**src/rtl/edge_evt_pkg.sv**
```systemverilog
// Shared types for the edge event arbiter.
// FSM encodings and configuration check.
package edge_evt_pkg;

  typedef enum logic {
    ST_IDLE  = 1'b0,
    ST_OFFER = 1'b1
  } state_t;

  function automatic bit ch_w_ok(int num_ch, int ch_w);
    return (num_ch >= 2) && (num_ch <= 16) &&
           (ch_w == $clog2(num_ch));
  endfunction

endpackage

```
**src/rtl/edge_event_arbiter_rr_pick.sv**
```systemverilog
// Round-robin picker: first set request bit
// at or above ptr, wrapping around.
module rr_pick
  import edge_evt_pkg::*;
#(
  parameter int NUM_CH = 4,
  parameter int CH_W   = 2
) (
  input  logic [NUM_CH-1:0] req,
  input  logic [CH_W-1:0]   ptr,
  output logic              any,
  output logic [CH_W-1:0]   id
);

  int j;

  // Scan upward from ptr, keep the first hit.
  always_comb begin
    any = 1'b0;
    id  = '0;
    j   = 0;
    for (int k = 0; k < NUM_CH; k++) begin
      j = int'(ptr) + k;
      if (j >= NUM_CH) j = j - NUM_CH;
      if (!any && req[j[CH_W-1:0]]) begin
        any = 1'b1;
        id  = j[CH_W-1:0];
      end
    end
  end

endmodule

```
**src/rtl/edge_event_arbiter.sv**
```systemverilog
// Rising-edge event latch with round-robin
// serialisation onto one valid/ready port.
module edge_event_arbiter
  import edge_evt_pkg::*;
#(
  parameter int NUM_CH = 4,
  parameter int CH_W   = 2
) (
  input  logic              clk,
  input  logic              rst_n,
  input  logic [NUM_CH-1:0] signal_i,
  output logic              evt_valid_o,
  output logic [CH_W-1:0]   evt_id_o,
  input  logic              evt_ready_i,
  output logic [NUM_CH-1:0] pending_o,
  output logic [NUM_CH-1:0] overflow_o,
  input  logic              clear_ovf_i
);

  if (!ch_w_ok(NUM_CH, CH_W)) begin : g_bad_cfg
    $error("edge_event_arbiter: CH_W must be $clog2(NUM_CH)");
  end

  state_t state_q;
  state_t state_d;

  logic [NUM_CH-1:0] prev_q;
  logic [NUM_CH-1:0] pend_q;
  logic [NUM_CH-1:0] ovf_q;
  logic [NUM_CH-1:0] edge_s;
  logic [NUM_CH-1:0] acc;
  logic [NUM_CH-1:0] pend_d;
  logic [NUM_CH-1:0] ovf_d;
  logic [NUM_CH-1:0] req;

  logic [CH_W-1:0] lg_q;
  logic [CH_W-1:0] lg_d;
  logic [CH_W-1:0] id_d;
  logic [CH_W-1:0] base;
  logic [CH_W-1:0] ptr;
  logic [CH_W-1:0] pick_id;

  logic valid_d;
  logic pick_any;
  logic hs;

  assign hs     = evt_valid_o & evt_ready_i;
  assign edge_s = signal_i & ~prev_q;
  assign acc    = hs ? (NUM_CH'(1) << evt_id_o) : '0;

  // A new edge always (re)arms; acceptance clears only without one.
  assign pend_d = edge_s | (pend_q & ~acc);
  assign ovf_d  = (clear_ovf_i ? '0 : ovf_q) |
                  (edge_s & pend_q & ~acc);

  assign pending_o  = pend_q;
  assign overflow_o = ovf_q;

  // While offering, re-arbitrate over the post-accept pending set
  // so the channel just served drops to lowest priority.
  assign req  = (state_q == ST_OFFER) ? pend_d : pend_q;
  assign base = (state_q == ST_OFFER) ? evt_id_o : lg_q;
  assign ptr  = (base == CH_W'(NUM_CH - 1)) ? '0 : base + CH_W'(1);

  rr_pick #(
    .NUM_CH (NUM_CH),
    .CH_W   (CH_W)
  ) u_pick (
    .req (req),
    .ptr (ptr),
    .any (pick_any),
    .id  (pick_id)
  );

  // Previous-level register for edge detection.
  always_ff @(posedge clk or negedge rst_n) begin
    if (!rst_n) prev_q <= '0;
    else        prev_q <= signal_i;
  end

  // Pending and sticky overflow flags.
  always_ff @(posedge clk or negedge rst_n) begin
    if (!rst_n) begin
      pend_q <= '0;
      ovf_q  <= '0;
    end else begin
      pend_q <= pend_d;
      ovf_q  <= ovf_d;
    end
  end

  // FSM state and registered event outputs.
  always_ff @(posedge clk or negedge rst_n) begin
    if (!rst_n) begin
      state_q     <= ST_IDLE;
      evt_valid_o <= 1'b0;
      evt_id_o    <= '0;
      lg_q        <= CH_W'(NUM_CH - 1);
    end else begin
      state_q     <= state_d;
      evt_valid_o <= valid_d;
      evt_id_o    <= id_d;
      lg_q        <= lg_d;
    end
  end

  // Next-state decision.
  always_comb begin
    state_d = state_q;
    unique case (state_q)
      ST_IDLE:  if (pick_any) state_d = ST_OFFER;
      ST_OFFER: if (hs && !pick_any) state_d = ST_IDLE;
      default:  state_d = ST_IDLE;
    endcase
  end

  // Next values of the registered outputs.
  always_comb begin
    valid_d = evt_valid_o;
    id_d    = evt_id_o;
    lg_d    = lg_q;
    unique case (state_q)
      ST_IDLE: begin
        valid_d = 1'b0;
        if (pick_any) begin
          valid_d = 1'b1;
          id_d    = pick_id;
        end
      end
      ST_OFFER: begin
        valid_d = 1'b1;
        if (hs) begin
          lg_d = evt_id_o;
          if (pick_any) id_d = pick_id;
          else          valid_d = 1'b0;
        end
      end
      default: valid_d = 1'b0;
    endcase
  end

endmodule
```
**config.mk**
```make
export PLATFORM = sky130hd
export DESIGN_NAME = edge_event_arbiter
export DESIGN_NICKNAME = d
export VERILOG_FILES = /design/src/rtl/edge_evt_pkg.sv /design/src/rtl/edge_event_arbiter_rr_pick.sv /design/src/rtl/edge_event_arbiter.sv
export SDC_FILE = /design/constraint.sdc
export NUM_CORES = 1
export LEC_CHECK = 0
export ABC_CLOCK_PERIOD_IN_PS = 5000
export CAP_MARGIN = 20
export CORE_MARGIN = 2
export CORE_UTILIZATION = 45
export DETAILED_ROUTE_END_ITERATION = 7
export DONT_BUFFER_PORTS = 1
export SYNTH_ARGS = -nofsm -noshare
export SYNTH_HDL_FRONTEND = slang
export SYNTH_SLANG_ARGS = --single-unit
export TNS_END_PERCENT = 50
```
**constraint.sdc**
```tcl
create_clock -name clk -period 5 [get_ports clk]
set_clock_uncertainty 0.1 [all_clocks]
set_input_delay 0.5 -clock clk [delete_from_list [all_inputs] [get_ports clk]]
set_output_delay 0.5 -clock clk [all_outputs]
set_load 0.02 [all_outputs]
```
==> results of run 1 <==
layout make-up:
type                       instances  area share (%)
tap                               25            3.46
sequential                        17            47.3
multi-input combinational         58            42.7
inverter                           6            2.49
clock buffer                       4            2.90
timing repair buffer               1            1.11
power groups by stage:
stage	logic (mW)	clock network [mW]	registers [mW]
floorplan	0.119	0	0.261
global placement	0.136	0	0.277
detailed placement	0.139	0	0.277
CTS	0.143	0.0752	0.274
global route	0.163	0.0831	0.282
finish	0.142	0.0719	0.272
worst paths after layout:
kind	from	endpoint	slack [ns]	depth (start not counted)
hold / removal	signal_i[0]	prev_q[0]$_DFF_PN0_	0.13	0
hold reg to reg	lg_q[0]$_DFFE_PN1P_	lg_q[0]$_DFFE_PN1P_	0.39	2
setup / recovery	evt_valid_o$_DFF_PN0_	evt_id_o[1]$_DFFE_PN0P_	2.87	5
setup reg to reg	evt_valid_o$_DFF_PN0_	evt_id_o[1]$_DFFE_PN0P_	2.87	5
max in group asynchronous	rst_n	prev_q[3]$_DFF_PN0_	3.71	1
min in group asynchronous	rst_n	prev_q[0]$_DFF_PN0_	0.61	1
sequential cells by signal (all words and copies together), names as in the netlist:
name         flops
evt_id_o         2
evt_valid_o      1
lg_q             2
overflow_o       4
pending_o        4
prev_q           4
kinds of logic (layout without fill, tap and decap cells):
kind of cell	after synthesis	after routing
buffers and inverters	7	11
DFF	17	17
AOI/OAI and AO/OA	16	16
muxes	3	3
and+or+nand+nor	39	39
layout by cell type, fill, tap and decap left out, drive strengths merged:
| cell type | netlist | layout |
|---|---|---|
| o2bb2ai | 2 | 2 |
| and2b | 3 | 3 |
| nand4b | 2 | 2 |
| dlygate4sd3 | 0 | 1 |
| nand2b | 8 | 8 |
| or2b | 2 | 2 |
| o211ai | 1 | 1 |
| mux2 | 2 | 2 |
| or2 | 1 | 1 |
| dfstp | 2 | 2 |
| nor2 | 1 | 1 |
| a32oi | 1 | 1 |
| and3 | 1 | 1 |
| nor4bb | 1 | 1 |
| o21a | 2 | 2 |
| mux2i | 1 | 1 |
| nand3 | 1 | 1 |
| a211oi | 2 | 2 |
| clkbuf | 0 | 4 |
| nand4 | 1 | 1 |
| o22ai | 5 | 5 |
| and3b | 3 | 3 |
| a211o | 1 | 1 |
| dfrtp | 15 | 15 |
| nand3b | 1 | 1 |
| inv | 6 | 6 |
| nand2 | 14 | 14 |
| o21ai | 2 | 2 |
worst max-delay path, cell delays in order, from the launching register on:
cell and delay, ns:
dfrtp_1 0.79, nand4_1 0.21, a211oi_1 0.48, nand2_1 0.16
o21ai_1 0.20, o2bb2ai_1 0.12
metal layers:
layer	GRT usage (%)	wire length, um
met5	0	0
met4	5.00	12
met3	8.30	112
met2	24.9	722
met1	22.4	714
repair_timing:
| action | 4_1_cts | 5_1_grt |
|---|---|---|
| hold buffers | 1 | 0 |
| gates resized for setup | 0 | 0 |
| endpoints found under the hold margin | 17 | 0 |
==> out/qor.txt, run 1 <==
status: complete, no violations
# fillers: 167
routed via count: 595
post-synthesis mux area share: 3.83%
Clock Tree Buf Depth: 2
Post-synth EDFFs: 0
Clk Latency, worst-skew pair: 0.29 ns
hpwl dp: 1.14 mm
drc violations: 0
Final Util: 51.8%
Post-CTS Setup Repair Bufs: 0
fraction of layout cells with a size suffix above 1: 11.6%
most frequent cells after synthesis: dfrtp_1, nand2_1, nand2b_1, inv_1, o22ai_1
final worst slack: 2.87 ns
Power Total: 486 uW
worst slack at placement: 2.90 ns
top-count cell post-synth: dfrtp_1
Primary FF master, synth: dfrtp_1
Pre-Repair DR Iteration Count: 4
Max Freq: 470 MHz
Post-Syn Instances: 82
Final nets: 95
Synth top area share: 44.2%
YS warnings: 0
die width: 47.4 um
Syn Nets: 90
Setup Viol. Count Final: 0
Layout Cells excl Fill: 111
GPL Wtd Cong: 0.852
register area: 428 sq um
XOR/XNOR share of the synthesized area: 0%
total CTS buffers: 3
Async S/R FF share, synth: 100%
Clk pin slew, worst setup/hold paths: 0.10 ns
Clk pwr share: 14.8%
IR drop worst, VDD: 231 uV
Area growth syn-to-layout: 6.64%
TritonCTS clock tree: yes
static leakage: 0.407 nW
dominant cells by area after synthesis: dfrtp_1, dfstp_2, nand2_1, nand2b_1, o22ai_1
CP Capture Type: flip-flop
Flop pwr share: 56.0%
initial antenna violation count: 0
area leader, netlist: dfrtp_1
CTS root buf: clkbuf_4
num ports: 19
Worst EP required: 5.12 ns
gr ovfl total: 0
area of the multi-input gates: 387 sq um
number of global-route vias before repair: 567
startpoint types: flip-flop
Hold Fails Final Rpt: 0
1st-iter DRT viols: 6
worst-path fanout max: 18
Starting Density: 48.6%
critical path class: reg2reg
Internal: 283 uW
complex-gate fraction of the synthesized area: 13.4%
combinational power share: 29.2%
sequential-to-total area share from yosys stat: 50.4%
largest family of logic cells by synthesized area: simple AND/OR/NAND/NOR gates
post-synth cell types: 30
design area: 905 sq um
ant diodes: 0
Slew @ Worst Pin: 0.748 ns
Synth Area in Simple Gates: 28.3%
RSZ-0062 raised after global routing: false
Mapped Avg Cell Area: 10.3 sq um
Sw Pwr: 203 uW
Rel. slew slack: 49.9%
# rows: 15
Chip Height: 47.4 um
dpl cells: 106
die area: 0.00225 sq mm
vias per inst: 5.36
Critical Path AT: 2.25 ns
Pwr Density: 537 mW/mm^2
CTS H-tree lvls: 1
mapped cell area: 848 sq um
worst hold path class: in2reg
dpl cell area: 868 sq um
final period utilization: 42.5%
global-route wire length before repair: 2.56 mm
Adder-Cell Fraction of Synth Area: 0%
Sw Ratio: 41.8%
Synth Register Bits: 17
Min Hold Slack: 0.127 ns
max cap viols: 0
Antenna Nets Post-Route: 0
Total GRT Usage: 17.0%
drt total wl: 1.56 mm
Final TNS setup: 0 ns
wire per inst: 14.1 um
Final min period: 2.13 ns
count of final max-slew check failures: 0
CTS Sinks: 17
Port Buf Inserts: 0
Core ar.: 0.00175 sq mm
pin count of the biggest net entering global routing: 19
No activity file was read; power rests on OpenSTA's default activity.
==> run 2, diff against run 1 <==
--- a/config.mk
+++ b/config.mk
@@ -5,7 +5,7 @@
 export SDC_FILE = /design/constraint.sdc
 export NUM_CORES = 1
 export LEC_CHECK = 0
-export ABC_CLOCK_PERIOD_IN_PS = 5000
+export ABC_CLOCK_PERIOD_IN_PS = 2190
 export CAP_MARGIN = 20
 export CORE_MARGIN = 2
 export CORE_UTILIZATION = 45
==> constraint.sdc (replaced) <==
create_clock -name clk -period 2.19 [get_ports clk]
set_clock_uncertainty 0.1 [all_clocks]
set_input_delay 0.219 -clock clk [delete_from_list [all_inputs] [get_ports clk]]
set_output_delay 0.219 -clock clk [all_outputs]
set_load 0.02 [all_outputs]
==> run 2 against run 1 <==
Compared with the run above: sequential power increased by 120%; core utilization is 4.4 points higher; largest cell class unchanged; global-route usage fell by 1.0 points; hold slack worse by 0.11 ns.
==> out/qor.txt, run 2 (same netlist as run 1, synthesis figures left out) <==
status: complete, no violations
TritonCTS clock tree: yes
Post-CTS Setup Repair Bufs: 0 (unchanged)
Met1 Routed Length: 758 um (+6.2%)
Antenna Nets Post-Route: 0 (unchanged)
count of final max-slew check failures: 0 (unchanged)
dpl cells: 108 (+1.9%)
CP cell instances: nand4_1 -> a211oi_1 -> nand2_1 -> o21ai_1 -> o2bb2ai_1
CTS H-tree lvls: 1 (unchanged)
worst setup path start: evt_valid_o$_DFF_PN0_
commonest non-fill, non-tap cells in the layout: dfrtp_1, nand2_1, nand2b_1
GPL Wtd Cong: 0.769 (-9.7%)
Pwr Density: 1150 mW/mm^2 (+110%)
Final nets: 103 (+8.4%)
Power Total: 1.13 mW (+130%)
number of global-route vias before repair: 570 (+0.53%)
Clock Tree Buf Depth: 2 (unchanged)
num ports: 19 (unchanged)
Crit path largest cell delay: 0.62 ns (-0.17 ns)
Final min period: 1.93 ns (-0.192 ns)
CTS root buf: clkbuf_4
Setup Viol. Count Final: 0 (unchanged)
1st-iter DRT viols: 13 (+7)
Hold Fails Final Rpt: 0 (unchanged)
total CTS buffers: 3 (unchanged)
Area growth syn-to-layout: 15.6%
Clk pin slew, worst setup/hold paths: 0.10 ns (about the same)
Min Hold Slack: 0.0164 ns (-0.111 ns)
Total GRT Usage: 16.0% (-1.0 points)
worst hold path class: in2reg
r2r endpoint: evt_id_o[1]$_DFFE_PN0P_
Hold Crit Depth: 2 (+2)
dpl cell area: 883 sq um (+1.7%)
Chip Height: 47.4 um (unchanged)
Starting Density: 48.6% (unchanged)
max cap viols: 0 (unchanged)
CP Capture Type: flip-flop
# rows: 15 (unchanged)
Core ar.: 0.00175 sq mm (unchanged)
hpwl dp: 1.20 mm (+5.1%)
Crit. path cell count: 5 (unchanged)
drc violations: 0 (unchanged)
die width: 47.4 um (unchanged)
ant diodes: 0 (unchanged)
routed via count: 624 (+4.9%)
r2r worst-path depth: 5 (unchanged)
commonest non-fill, non-tap cell in the layout: dfrtp_1
die area: 0.00225 sq mm (unchanged)
RSZ-0062 raised after global routing: false
Final TNS setup: 0 ns (unchanged)
design area: 981 sq um (+8.4%)
CTS Sinks: 17 (unchanged)
Final Util: 56.2% (+4.4 points)
vias per inst: 5.24 (-2.2%)
RR Startpoint: evt_valid_o$_DFF_PN0_
pin count of the biggest net entering global routing: 18 (-1)
Worst EP required: 2.31 ns (-2.81 ns)
critical path class: reg2reg
Clk Latency, worst-skew pair: 0.29 ns (about the same)
Pre-Repair DR Iteration Count: 4 (unchanged)
Rel. slew slack: 49.4% (-0.57 points)
Buf+Inv Stages, Crit Path: 0 (unchanged)
global-route wire length before repair: 2.48 mm (-2.9%)
Port Buf Inserts: 0 (unchanged)
startpoint types: flip-flop
fraction of layout cells with a size suffix above 1: 13.8% (+2.2 points)
length of routed met3 wiring: 93 um (-17%)
Layout Cells excl Fill: 119 (+7.2%)
max layer used: met4
Slew @ Worst Pin: 0.757 ns (+0.00859 ns)
initial antenna violation count: 0 (unchanged)
Reg2Reg Setup Slack: 0.26 ns (-2.62 ns)
Critical Path AT: 2.06 ns (-0.19 ns)
worst-path fanout max: 16 (-2)
gr ovfl total: 0 (unchanged)
final worst slack: 0.255 ns (-2.62 ns)
Max Freq: 517 MHz (+9.9%)
IR drop worst, VDD: 787 uV (+240%)
drt total wl: 1.58 mm (+0.83%)
worst slack at placement: 0.276 ns (-2.63 ns)
wire length on met2: 700 um (-3.0%)
wire per inst: 13.2 um (-5.9%)
Crit path max-delay family: compound AO/OA/AOI/OAI gates
static leakage: 0.444 nW (+9.1%)
final period utilization: 88.3% (+46 points)
CP Capture Point: evt_id_o[1]$_DFFE_PN0P_
slowest CP cell: dfrtp_1
-- run 2: timing repair --
action | 4_1_cts | 5_1_grt
endpoints found under the hold margin | 29 | 0
hold buffers | 7 | 0
gates resized for setup | 0 | 0
-- run 2: worst reg2reg max path, stage by stage (launching register included) --
cell and delay [ns]:
dfrtp_1 0.62, nand4_1 0.20, a211oi_1 0.46, nand2_1 0.17, o21ai_1 0.19, o2bb2ai_1 0.12
-- run 2: worst min path at each step --
stage / from / end / slack, ns
floorplan: rst_n / evt_id_o[0]$_DFFE_PN0P_ / -0.18
global placement: rst_n / pending_o[0]$_DFF_PN0_ / -0.18
detailed placement: rst_n / prev_q[0]$_DFF_PN0_ / -0.18
CTS: signal_i[1] / pending_o[1]$_DFF_PN0_ / 0.01
global route: signal_i[1] / pending_o[1]$_DFF_PN0_ / 0.02
finish: signal_i[1] / pending_o[1]$_DFF_PN0_ / 0.02
-- run 2: metal layers --
metal / global-route usage (%) / up-vias
met5: 0 / -
met4: 8.33 / 0
met3: 6.04 / 4
met2: 23.8 / 17
met1: 20.2 / 289
li1: - / 314
-- run 2: area by class of cell --
class / count / area [sq um]
fill: 160 / 764
sequential: 17 / 428
multi-input combinational: 58 / 387
timing repair buffer: 9 / 85.1
tap: 25 / 31.3
clock buffer: 3 / 22.5
inverter: 6 / 22.5
clock inverter: 1 / 5.00
-- run 2: where the power goes --
part / internal (mW) / total (mW) / switching [mW] / leakage, nW
Clock: 0.0679 / 0.163 / 0.0949 / 0.0177
Combinational: 0.177 / 0.368 / 0.191 / 0.234
Sequential: 0.418 / 0.602 / 0.184 / 0.192
